<file path="src/rtl/puf_resp_ctrl.sv">
// RO-PUF measurement sequencer: sweeps 16 challenges, gates the oscillators for a
// fixed window, compares the two bank counts and packs one response bit per challenge.
module puf_resp_ctrl #(
  parameter int WINDOW = 256,
  parameter int SETTLE = 4,
  parameter int CW     = 16
) (
  input  logic          clk,
  input  logic          rst_n,
  input  logic          start,
  input  logic [CW-1:0] count_a,
  input  logic [CW-1:0] count_b,
  output logic          ro_en,
  output logic          cnt_clr,
  output logic [3:0]    challenge,
  output logic          busy,
  output logic [15:0]   resp,
  output logic          resp_valid,
  output logic [4:0]    tie_cnt
);

  typedef enum logic [2:0] {
    IDLE, CLEAR, CLR_WAIT, RUN, STOP_WAIT, SAMPLE, DONE
  } state_t;

  localparam logic [15:0] WIN_LAST = 16'(WINDOW - 1);
  localparam logic [7:0]  SET_LAST = 8'(SETTLE - 1);

  state_t      state;
  state_t      next_state;
  logic [15:0] win_cnt;
  logic [7:0]  settle_cnt;
  logic [15:0] work_resp;
  logic [4:0]  work_ties;
  logic        ro_en_d;
  logic        cnt_clr_d;
  logic        busy_d;

  // rst_n is active-high despite its name.
  always_ff @(posedge clk or posedge rst_n) begin
    if (rst_n) state <= IDLE;
    else       state <= next_state;
  end

  always_comb begin
    next_state = state;
    case (state)
      IDLE:      if (start) next_state = CLEAR;
      CLEAR:     next_state = CLR_WAIT;
      CLR_WAIT:  if (settle_cnt == SET_LAST) next_state = RUN;
      RUN:       if (win_cnt == WIN_LAST) next_state = STOP_WAIT;
      STOP_WAIT: if (settle_cnt == SET_LAST) next_state = SAMPLE;
      SAMPLE:    next_state = (challenge == 4'd15) ? DONE : CLEAR;
      DONE:      next_state = IDLE;
      default:   next_state = IDLE;
    endcase
  end

  // Decoded from next_state so the registered strobes line up with the state they belong to.
  always_comb begin
    ro_en_d   = (next_state == RUN);
    cnt_clr_d = (next_state == CLEAR);
    busy_d    = (next_state != IDLE);
  end

  always_ff @(posedge clk or posedge rst_n) begin
    if (rst_n) begin
      ro_en   <= 1'b0;
      cnt_clr <= 1'b0;
      busy    <= 1'b0;
    end else begin
      ro_en   <= ro_en_d;
      cnt_clr <= cnt_clr_d;
      busy    <= busy_d;
    end
  end

  always_ff @(posedge clk or posedge rst_n) begin
    if (rst_n) begin
      win_cnt    <= '0;
      settle_cnt <= '0;
    end else begin
      win_cnt    <= (state == RUN) ? win_cnt + 16'd1 : 16'd0;
      settle_cnt <= (state == CLR_WAIT || state == STOP_WAIT) ? settle_cnt + 8'd1 : 8'd0;
    end
  end

  // Challenge advances in SAMPLE, well before the next enable window opens.
  always_ff @(posedge clk or posedge rst_n) begin
    if (rst_n) begin
      challenge  <= '0;
      work_resp  <= '0;
      work_ties  <= '0;
      resp       <= '0;
      tie_cnt    <= '0;
      resp_valid <= 1'b0;
    end else begin
      resp_valid <= 1'b0;
      case (state)
        IDLE: begin
          if (start) begin
            challenge <= '0;
            work_resp <= '0;
            work_ties <= '0;
          end
        end
        SAMPLE: begin
          work_resp[challenge] <= (count_a > count_b);
          if (count_a == count_b && work_ties < 5'd16)
            work_ties <= work_ties + 5'd1;
          if (challenge != 4'd15)
            challenge <= challenge + 4'd1;
        end
        DONE: begin
          resp       <= work_resp;
          tie_cnt    <= work_ties;
          resp_valid <= 1'b1;
          challenge  <= '0;
        end
        default: ;
      endcase
    end
  end

endmodule

</file>
<file path="config.mk">
export PLATFORM = sky130hd
export DESIGN_NAME = puf_resp_ctrl
export DESIGN_NICKNAME = d
export VERILOG_FILES = /design/src/rtl/puf_resp_ctrl.sv
export SDC_FILE = /design/constraint.sdc
export NUM_CORES = 1
export LEC_CHECK = 0
export CORE_MARGIN = 3
export CORE_UTILIZATION = 35
export CTS_BUF_LIST = sky130_fd_sc_hd__clkbuf_4 sky130_fd_sc_hd__clkbuf_8
export CTS_CLUSTER_SIZE = 24
export DETAILED_ROUTE_END_ITERATION = 8
export PLACE_DENSITY = 0.56
export SYNTH_ARGS = -nofsm -noshare
export SYNTH_HDL_FRONTEND = slang
export SYNTH_SLANG_ARGS = --single-unit
</file>
<file path="constraint.sdc">
create_clock -name clk -period 6.8 [get_ports clk]
set_input_delay 1.36 -clock clk [delete_from_list [all_inputs] [get_ports clk]]
set_output_delay 1.36 -clock clk [all_outputs]
set_load 0.01 [all_outputs]
</file>
==> After elaboration in Yosys (flattened, before gate mapping) <==
Cells that the tools add are included.
{ "op_classes": {"n_addsub": 4, "magnitude_cmp": 4, "n_eq_ne": 16, "muxes": 20, "n_reduce_logical": 10} }
{ "ops": {"columns": ["operator", "count"], "rows": [
  ["16-bit two-way mux", 2],
  ["16-bit one-hot mux with 2 select lines", 1],
  ["3-bit one-hot mux with 6 select lines", 1],
  ["16-bit by 1-bit adder with 16-bit output (second input constant)", 1],
  ["16-bit bitwise mux", 1],
  ["16-bit equality test", 1],
  ["16-bit by 8-bit equality test with 1-bit output (second input constant)", 1],
  ["16-bit > comparator", 1],
  ["3-bit two-way mux", 5],
  ["4-bit one-hot mux with 3 select lines", 1],
  ["5-bit two-way mux", 2],
  ["5-bit one-hot mux with 2 select lines", 1],
  ["3-bit by 2-bit equality test with 1-bit output (second input constant)", 3],
  ["3-bit equality test (second input constant)", 3],
  ["8-bit by 1-bit adder with 8-bit output (second input constant)", 1],
  ["8-bit by 2-bit equality test with 1-bit output (second input constant)", 1],
  ["4-bit two-way mux", 2],
  ["8-bit two-way mux", 1],
  ["3-bit by 1-bit equality test with 1-bit output (second input constant)", 2],
  ["2-bit != test (second input constant)", 3],
  ["3-bit AND reduction", 2],
  ["3-bit nonzero test", 2],
  ["5-bit by 1-bit adder with 5-bit output (second input constant)", 1],
  ["4-bit by 5-bit < comparator with 1-bit output (second input constant)", 1],
  ["12 further kinds", 14]
]} }
{ "word_totals": {"reg_bits": 77, "output_inout_bits": 29, "elab_cells": 66} }

==> Longest topological paths before layout <==
Gate-level depths: netlist (run 1).
{ "logic_depth": {"ltp_word": 6, "ltp_mapped": 8} }

==> Worst setup path after synthesis (run 1) <==
Ideal clock, no wire load.
{ "synth_timing": {"path_type": "input to register", "startpoint": "in count_b[15]", "endpoint": "reg work_ties[3]", "setup_ns": 0.078, "arrival_time_ns": 3.367, "required_ns": 6.722, "slack_ns": 3.355, "cell_stages": 7, "path_buffers": 0, "path_cell_list": "inv_1 -> ha_1 -> nand4_2 -> or4_4 -> or4_4 -> or3_1 -> a21oi_1"} }
{ "synth_between": {"elab_chain_cells": 4} }
{ "synth_rtl": {"columns": ["element", "line", "source"], "rows": [
  ["from (decl)", "12", "input logic [CW-1:0] count_b,"],
  ["16-bit equality test", "109", "if (count_a == count_b && work_ties < 5'd16)"],
  ["1-bit logical AND", "109", null],
  ["2-bit != test (no line)", null, null],
  ["3-bit AND reduction (no line)", null, null],
  ["to (signal assigned)", "110", "work_ties <= work_ties + 5'd1;"],
  ["to (decl)", "34", "logic [4:0] work_ties;"]
]} }
Every way passes these cells.
A chain may end at the register's enable or synchronous reset.

==> Final worst setup path (run 1) <==
{ "layout_timing": {"startpoint": "in count_b[15]", "endpoint": "reg work_resp[8]"} }
{ "layout_between": {"elab_chain_cells": 3} }
{ "layout_rtl": {"columns": ["element", "line", "source"], "rows": [
  ["16-bit > comparator", "108", "work_resp[challenge] <= (count_a > count_b);"],
  ["16-bit bitwise mux", "108", null],
  ["16-bit one-hot mux with 2 select lines", "99", "case (state)"],
  ["to (signal, indexed assignment)", "108", null],
  ["to (decl)", "33", "logic [15:0] work_resp;"]
]} }
Every way passes these cells.

==> key figures, run 1 <==
Power and ir drop
  • P_leak: 2.258 nW
  • Switching power: between 0.15 and 0.2 mW
  • Peak supply drop: about 0.08 mV
  • Overall power: 0.8630 mW
  • Sw Share: roughly 22%
  • Combinational share of power: 6.7%
  • Internal power: between 0.6 and 0.7 mW
  • Part of the power in the clock network: about two fifths
  • Power per standard cell area: 177.5 nW/µm²
  • Sequential share of power: a little over half

Clocking
  • CTS tree: yes
  • CTS Buf Count: 9
  • Post-CTS Resized: 0
  • Root Buffer: clkbuf_8
  • CTS H-tree depth: 3
  • Setup repair bufs after CTS: 0
  • Worst-skew pair later-pin latency: around 0.35 ns
  • CTS sink cnt: 77
  • Buffer levels on the longest clock path: 2
  • Hold buffers post-CTS: 0
  • Clk slew on worst S/H paths: 0.08 ns

Synthesis
  • Largest cells by area after synthesis: dfrtp_1 49%, nand2_1 7.7%, ha_1 7.4%, inv_1 3.0%, nor2_1 2.9%
  • Synthesized instance count: 422
  • Yosys reg bits: 77
  • Syn avg cell area: between 9 and 10 µm²
  • Yosys warnings: 0
  • Mapped cell area: slightly below 4000 µm²
  • Netlist cell types: 38
  • Seq/Total Area, Yosys: slightly below 50%
  • Post-synth top area share: 49.34%
  • Commonest cells in the netlist: 80 x nand2_1, 77 x dfrtp_1, 31 x inv_1
  • Most used DFF post-synth: dfrtp_1
  • Mapped Nets: 480
  • Cell taking the most area after synthesis: dfrtp_1
  • Post-synth ARST share: 100.0%
  • Count leader, synth: nand2_1
  • Post-synth EDFFs: 0

Critical path
  • Startpoint types: input port
  • Cell Chain, Critical Path: clkdlybuf4s50_1 -> inv_1 -> ha_1 -> nand4_2 -> or4_4 -> nor2_1 -> a31o_2 -> a31oi_1
  • CP bufs+invs: 2
  • Setup crit end kind: flop
  • Critical path arrival: 4.12 ns
  • CP Launch Point: count_b[15]
  • Reg2reg start: state[1]
  • CP delay by family, top: simple AND/OR/NAND/NOR gates
  • Internal reg-to-reg setup slack: roughly 4.6 ns
  • CP Data Required Time: ~7.0 ns
  • Crit path kind: input port to flop
  • CP max-delay cell: nor2_1
  • CP max stage delay: just under 0.9 ns
  • Worst-path fanout max: 17

Place
  • DPL Wire Length: 5832 µm
  • Final RePlAce weighted congestion: 0.7612
  • PortBufs: 63

Global route
  • M3 GR Usage: 3.207%
  • Met2 Use GR: 22.50%
  • Total gr overflow: 0
  • GRT Total Usage: 13.98%
  • M1 GR Usage: between 10% and 20%
  • First-pass GRT wire length: about 14000 µm
  • GR peak layer: met2
  • Pin count of the biggest net entering global routing: ~80
  • Initial antenna violation count: 0
  • Vias in the first global route: approximately 3000

Worst hold path
  • Hold Crit Class: flop to flop
  • Hold Crit Start: work_resp[4]

Timing
  • Worst-margin pin slew: around 1.1 ns
  • Min Tclk post-route: just under 4 ns
  • Final Max Slew Viols: 0
  • Clk_skew: 0.01142 ns
  • RSZ-0062 raised after global routing: false
  • Max Fclk: around 250 MHz
  • Setup TNS: 0 ns
  • Hold Vio Cnt, Final: 0
  • Final period util: 57.71%
  • Final setup fails: 0
  • Worst slew margin: roughly a quarter

Final layout
  • Post-layout util: between 40% and 50%
  • Fillers: around 1000
  • Layout cells sized above 1: under 10%
  • Area growth, synth to finish: 24.48%
  • Antenna cells: 0
  • NumNets Final: between 500 and 600

Detailed routing
  • DR vias: approximately 3100
  • Starting DRT DRC Count: 124
  • Drt via density: around 5
  • Post-detailed-route wirelength per cell: between 10 and 15 µm
  • Antenna-violating nets left: 0
  • Drt pass-1 iters: 4
  • # DRC: 0
  • Routed wire length: approximately 8400 µm

Status
  • Outcome: complete, no violations

Die
  • Core Rows: 37
  • Die Area: roughly 12000 µm²
  • Die X: 111.6 µm
  • Core Area: between 10000 and 15000 µm²
  • Height of the die: between 100 and 150 µm
  • I/O pin count: 64
  • Initial Util: a little under two fifths

Job
  • Max-Cap Viols: 0
-- through the flow --
| stage | instances | hold WS (ns) | setup slack, ns | instance area (µm²) |
|---|---|---|---|---|
| after global placement | 606 | 0.4550 | 2.560 | 4667 |
| after global routing | 621 | 0.4927 | 2.761 | 4861 |
| after floorplan | 422 | 0.4384 | 3.355 | 3905 |
| final | 621 | 0.4770 | 2.876 | 4861 |
| after detailed placement | 606 | 0.4545 | 2.493 | 4667 |
| after CTS | 621 | 0.4760 | 2.873 | 4861 |
-- kinds of logic after synthesis --
logic type,after synthesis,share of synthesized area [%]
fa+ha+maj,23,7.370
simple gates,177,21.21
flops,77,49.34
xor+xnor,20,4.486
compound gates,76,12.88
buf+inv,49,4.710
-- area by class of cell --
| type | count | area [µm²] | area share (%) |
|---|---|---|---|
| Multi-Input combinational cell | 296 | 1800 | 37.04 |
| Timing Repair Buffer | 66 | 653.1 | 13.44 |
| Tap cell | 136 | 170.2 | 3.501 |
| Inverter | 31 | 116.4 | 2.394 |
| Clock buffer | 11 | 145.1 | 2.986 |
| Sequential cell | 77 | 1927 | 39.64 |
| Clock inverter | 4 | 48.80 | 1.004 |
-- layer usage --
metal | routed length, µm | share of wire (%) | up-vias
met4 | 111 | 1.3 | 0
met5 | 0 | 0 | -
met3 | 272 | 3.2 | 8
met2 | 3992 | 48 | 37
met1 | 3999 | 48 | 1441
li1 | - | - | 1569
-- worst paths after layout --
check | cells after the start | endpoint
max | 8 | work_resp[8]
min | 2 | resp[4]
max reg2reg | 5 | work_resp[8]
min reg2reg | 2 | resp[4]
max in group asynchronous | 3 | work_ties[3]
min in group asynchronous | 3 | resp[10]
-- flip-flops by register name, summed over array words and instances, names as in the netlist --
name        cells
state           3
tie_cnt         5
resp_valid      1
ro_en           1
work_ties       5
win_cnt        16
cnt_clr         1
resp           16
busy            1
settle_cnt      8
work_resp      16
challenge       4
-- cells in the final DEF (no fill, tap or decap), types with 2 or more instances in the layout --
cell	count
nand2_1	80
dfrtp_1	77
clkdlybuf4s50_1	63
inv_1	30
nor2_1	30
ha_1	23
nand3_1	19
a31oi_1	15
a21oi_1	14
a22oi_1	12
xnor2_1	12
nor3_1	11
o21ai_0	11
a31o_2	11
clkbuf_8	10
xor2_1	8
and3_1	6
or3_1	5
nor4_1	5
nand4_1	4
nand3b_1	3
nand2b_1	3
o31ai_1	3
a21o_1	3
buf_4	3
or4_4	2
or4_1	2
o211ai_1	2
clkinv_2	2
-- power by group through the flow --
stage | clock [mW] | combinational, mW | sequential (mW)
4_1_cts | 0.357 | 0.0594 | 0.461
6_report | 0.344 | 0.0582 | 0.461
3_5_place_dp | 0 | 0.0592 | 0.470
3_3_place_gp | 0 | 0.0581 | 0.470
2_1_floorplan | 0 | 0.0287 | 0.470
5_1_grt | 0.377 | 0.0663 | 0.461
-- tightest hold or removal path, delay by kind of cell, from the launching register on --
kind	cells	cell delay, ns
flops	1	0.35
simple gates	2	0.10
Power figures use the tool's default switching activity.
==> run 2, diff against run 1 <==
==> constraint.sdc (replaced) <==
create_clock -name clk -period 3.9 [get_ports clk]
set_input_delay 0.78 -clock clk [delete_from_list [all_inputs] [get_ports clk]]
set_output_delay 0.78 -clock clk [all_outputs]
set_load 0.01 [all_outputs]
==> run 2 against run 1 <==
Register-to-register slack worse by 2.9 ns; cell area increased by 1.7%; clock skew fell by 0.00063 ns; combinational power rose by 75%; worst setup slack got worse by 2.1 ns; global-route usage shrank 0.088 points; flip-flop and latch count unchanged; wire length decreased by 0.32%; highest routed layer unchanged.
==> key figures, run 2 (synthesized netlist as in run 1, its figures left out) <==
Timing
  • Final period util: between 70% and 80%
  • Clk_skew: 0.01079 ns (was 0.01142 ns)
  • Final setup fails: 0 (unchanged)
  • Hold Vio Cnt, Final: 0 (unchanged)
  • Worst slew margin: 33.76% (was 24.09%)
  • Final Max Slew Viols: 0 (unchanged)
  • Setup TNS: 0 ns (unchanged)
  • Min Tclk post-route: 3.110 ns
  • Max Fclk: between 300 and 400 MHz
  • RSZ-0062 raised after global routing: false (unchanged)
  • Worst-margin pin slew: 0.9860 ns (was 1.134 ns)

Detailed routing
  • Post-detailed-route wirelength per cell: 13.40 µm (was 13.49 µm)
  • # DRC: 0 (unchanged)
  • Antenna-violating nets left: 0 (unchanged)
  • Starting DRT DRC Count: 129 (was 124)
  • Drt pass-1 iters: 4 (unchanged)
  • Drt via density: 4.904 (was 4.919)
  • DR vias: 3055 (unchanged)
  • Routed wire length: 8349 µm (was 8376 µm)

Clocking
  • Root Buffer: clkbuf_8 (unchanged)
  • Hold buffers post-CTS: 0 (unchanged)
  • Post-CTS Resized: 0 (unchanged)
  • Setup repair bufs after CTS: 0 (unchanged)
  • CTS sink cnt: 77 (unchanged)
  • CTS tree: yes (unchanged)
  • Clk slew on worst S/H paths: 0.08 ns (about the same)
  • CTS H-tree depth: 3 (unchanged)
  • Worst-skew pair later-pin latency: 0.36 ns (was 0.35 ns)
  • CTS Buf Count: 9 (unchanged)
  • Buffer levels on the longest clock path: 2 (unchanged)

Die
  • Die Area: 12460 µm² (unchanged)
  • Initial Util: 36.83% (unchanged)
  • Die X: 111.6 µm (unchanged)
  • Core Area: 10600 µm² (unchanged)
  • Core Rows: 37 (unchanged)
  • I/O pin count: 64 (unchanged)
  • Height of the die: 111.6 µm (unchanged)

Critical path
  • Startpoint types: input port (unchanged)
  • Worst-path fanout max: 6 (was 17)
  • CP max-delay cell: or4_4 (was nor2_1)
  • Most frequent CP cell: or4_4
  • Setup crit end kind: flop (unchanged)
  • Critical path arrival: 3.39 ns (was 4.12 ns)
  • Crit path kind: input port to flop (unchanged)
  • CP max stage delay: 0.59 ns (was 0.88 ns)
  • Cell Chain, Critical Path: clkdlybuf4s50_1 -> inv_1 -> ha_1 -> nand4_2 -> or4_4 -> or4_4 -> or3_1 -> a21oi_1 (was clkdlybuf4s50_1 -> inv_1 -> ha_1 -> nand4_2 -> or4_4 -> nor2_1 -> a31o_2 -> a31oi_1)
  • CP Data Required Time: 4.18 ns (was 6.99 ns)

Status
  • Outcome: complete, no violations (unchanged)

Place
  • DPL Wire Length: 5913 µm (was 5832 µm)
  • Post-Place Cell Area: 4687 µm² (was 4667 µm²)
  • Final RePlAce weighted congestion: 0.8110 (was 0.7612)
  • Cell count after placement: 607 (was 606)
  • PortBufs: 63 (unchanged)

Final layout
  • Antenna cells: 0 (unchanged)
  • Layout cells sized above 1: 7.392% (was 7.010%)
  • Non-Filler Instances: 623 (was 621)
  • Fillers: 1020 (was 1049)
  • NumNets Final: 540 (was 539)
  • Commonest non-fill, non-tap cell in the layout: nand2_1 (unchanged)
  • Design area: 4945 µm² (was 4861 µm²)
  • Biggest regs: resp x16, win_cnt x16, work_resp x16 (unchanged)
  • Most frequent cells in the layout: 80 x nand2_1, 77 x dfrtp_1, 63 x clkdlybuf4s50_1 (unchanged)
  • Area growth, synth to finish: 26.63% (was 24.48%)

Power and ir drop
  • P_leak: 2.292 nW (was 2.258 nW)
  • Power per standard cell area: 336.4 nW/µm² (was 177.5 nW/µm²)
  • Peak supply drop: 0.2101 mV (was 0.08028 mV)

Global route
  • First-pass GRT wire length: 14280 µm (was 14350 µm)
  • GRT Total Usage: 13.90% (was 13.98%)
  • Pin count of the biggest net entering global routing: 44 (was 78)
  • Vias in the first global route: 2903 (was 2972)
  • Initial antenna violation count: 0 (unchanged)
  • Total gr overflow: 0 (unchanged)

Worst hold path
  • Hold Crit Class: flop to flop (unchanged)

Job
  • Max-Cap Viols: 0 (unchanged)
run 2: path summary, 6_finish.rpt:
path / start / end / slack, ns / depth (start not counted)
min reg2reg: resp[8] / resp[8] / 0.47 / 2
min: resp[8] / resp[8] / 0.47 / 2
min in group asynchronous: rst_n / challenge[1] / 0.86 / 2
max: count_b[15] / work_ties[3] / 0.79 / 8
max in group asynchronous: rst_n / tie_cnt[2] / 2.35 / 3
max reg2reg: state[1] / work_resp[8] / 1.66 / 5
run 2: report_power, final:
group	switching (mW)	internal (mW)
Combinational	0.0496	0.0528
Clock	0.296	0.461
Sequential	0.00234	0.802
Total	0.348	1.32
run 2: per-layer routing:
layer  share of wire [%]  global-route usage, %
met4                 1.3                  3.893
met1                  49                  18.82
met5                   0                      0
met2                  46                  21.78
met3                 4.0                  4.022
run 2: critical path, delay by kind of cell:
kind	cells	cell delay, ns
compound gates	1	0.16
buf+inv	2	0.49
fa+ha+maj	1	0.31
simple gates	4	1.64
run 2: final cells by class:
class                      instances  area, µm²  share of cell area [%]
clock inverter                     5      106.4                   2.151
multi-input combinational        296       1800                   36.41
clock buffer                      11      151.4                   3.062
sequential                        77       1927                   38.97
inverter                          31      116.4                   2.353
tap                              136      170.2                   3.441
timing repair buffer              67      673.1                   13.61
run 2: metrics by stage:
| step | worst slack [ns] | utilization, % | hold WS [ns] | power, mW |
|---|---|---|---|---|
| final | 0.7900 | 46.64 | 0.4748 | 1.663 |
| after global routing | 0.6779 | 46.64 | 0.4866 | 1.739 |
| after CTS | 0.7991 | 46.64 | 0.4813 | 1.685 |
| after detailed placement | 0.4191 | 44.21 | 0.4594 | 0.9249 |
| after global placement | 0.5046 | 44.21 | 0.4530 | 0.9227 |
| after floorplan | 1.035 | - | 0.4384 | 0.8692 |
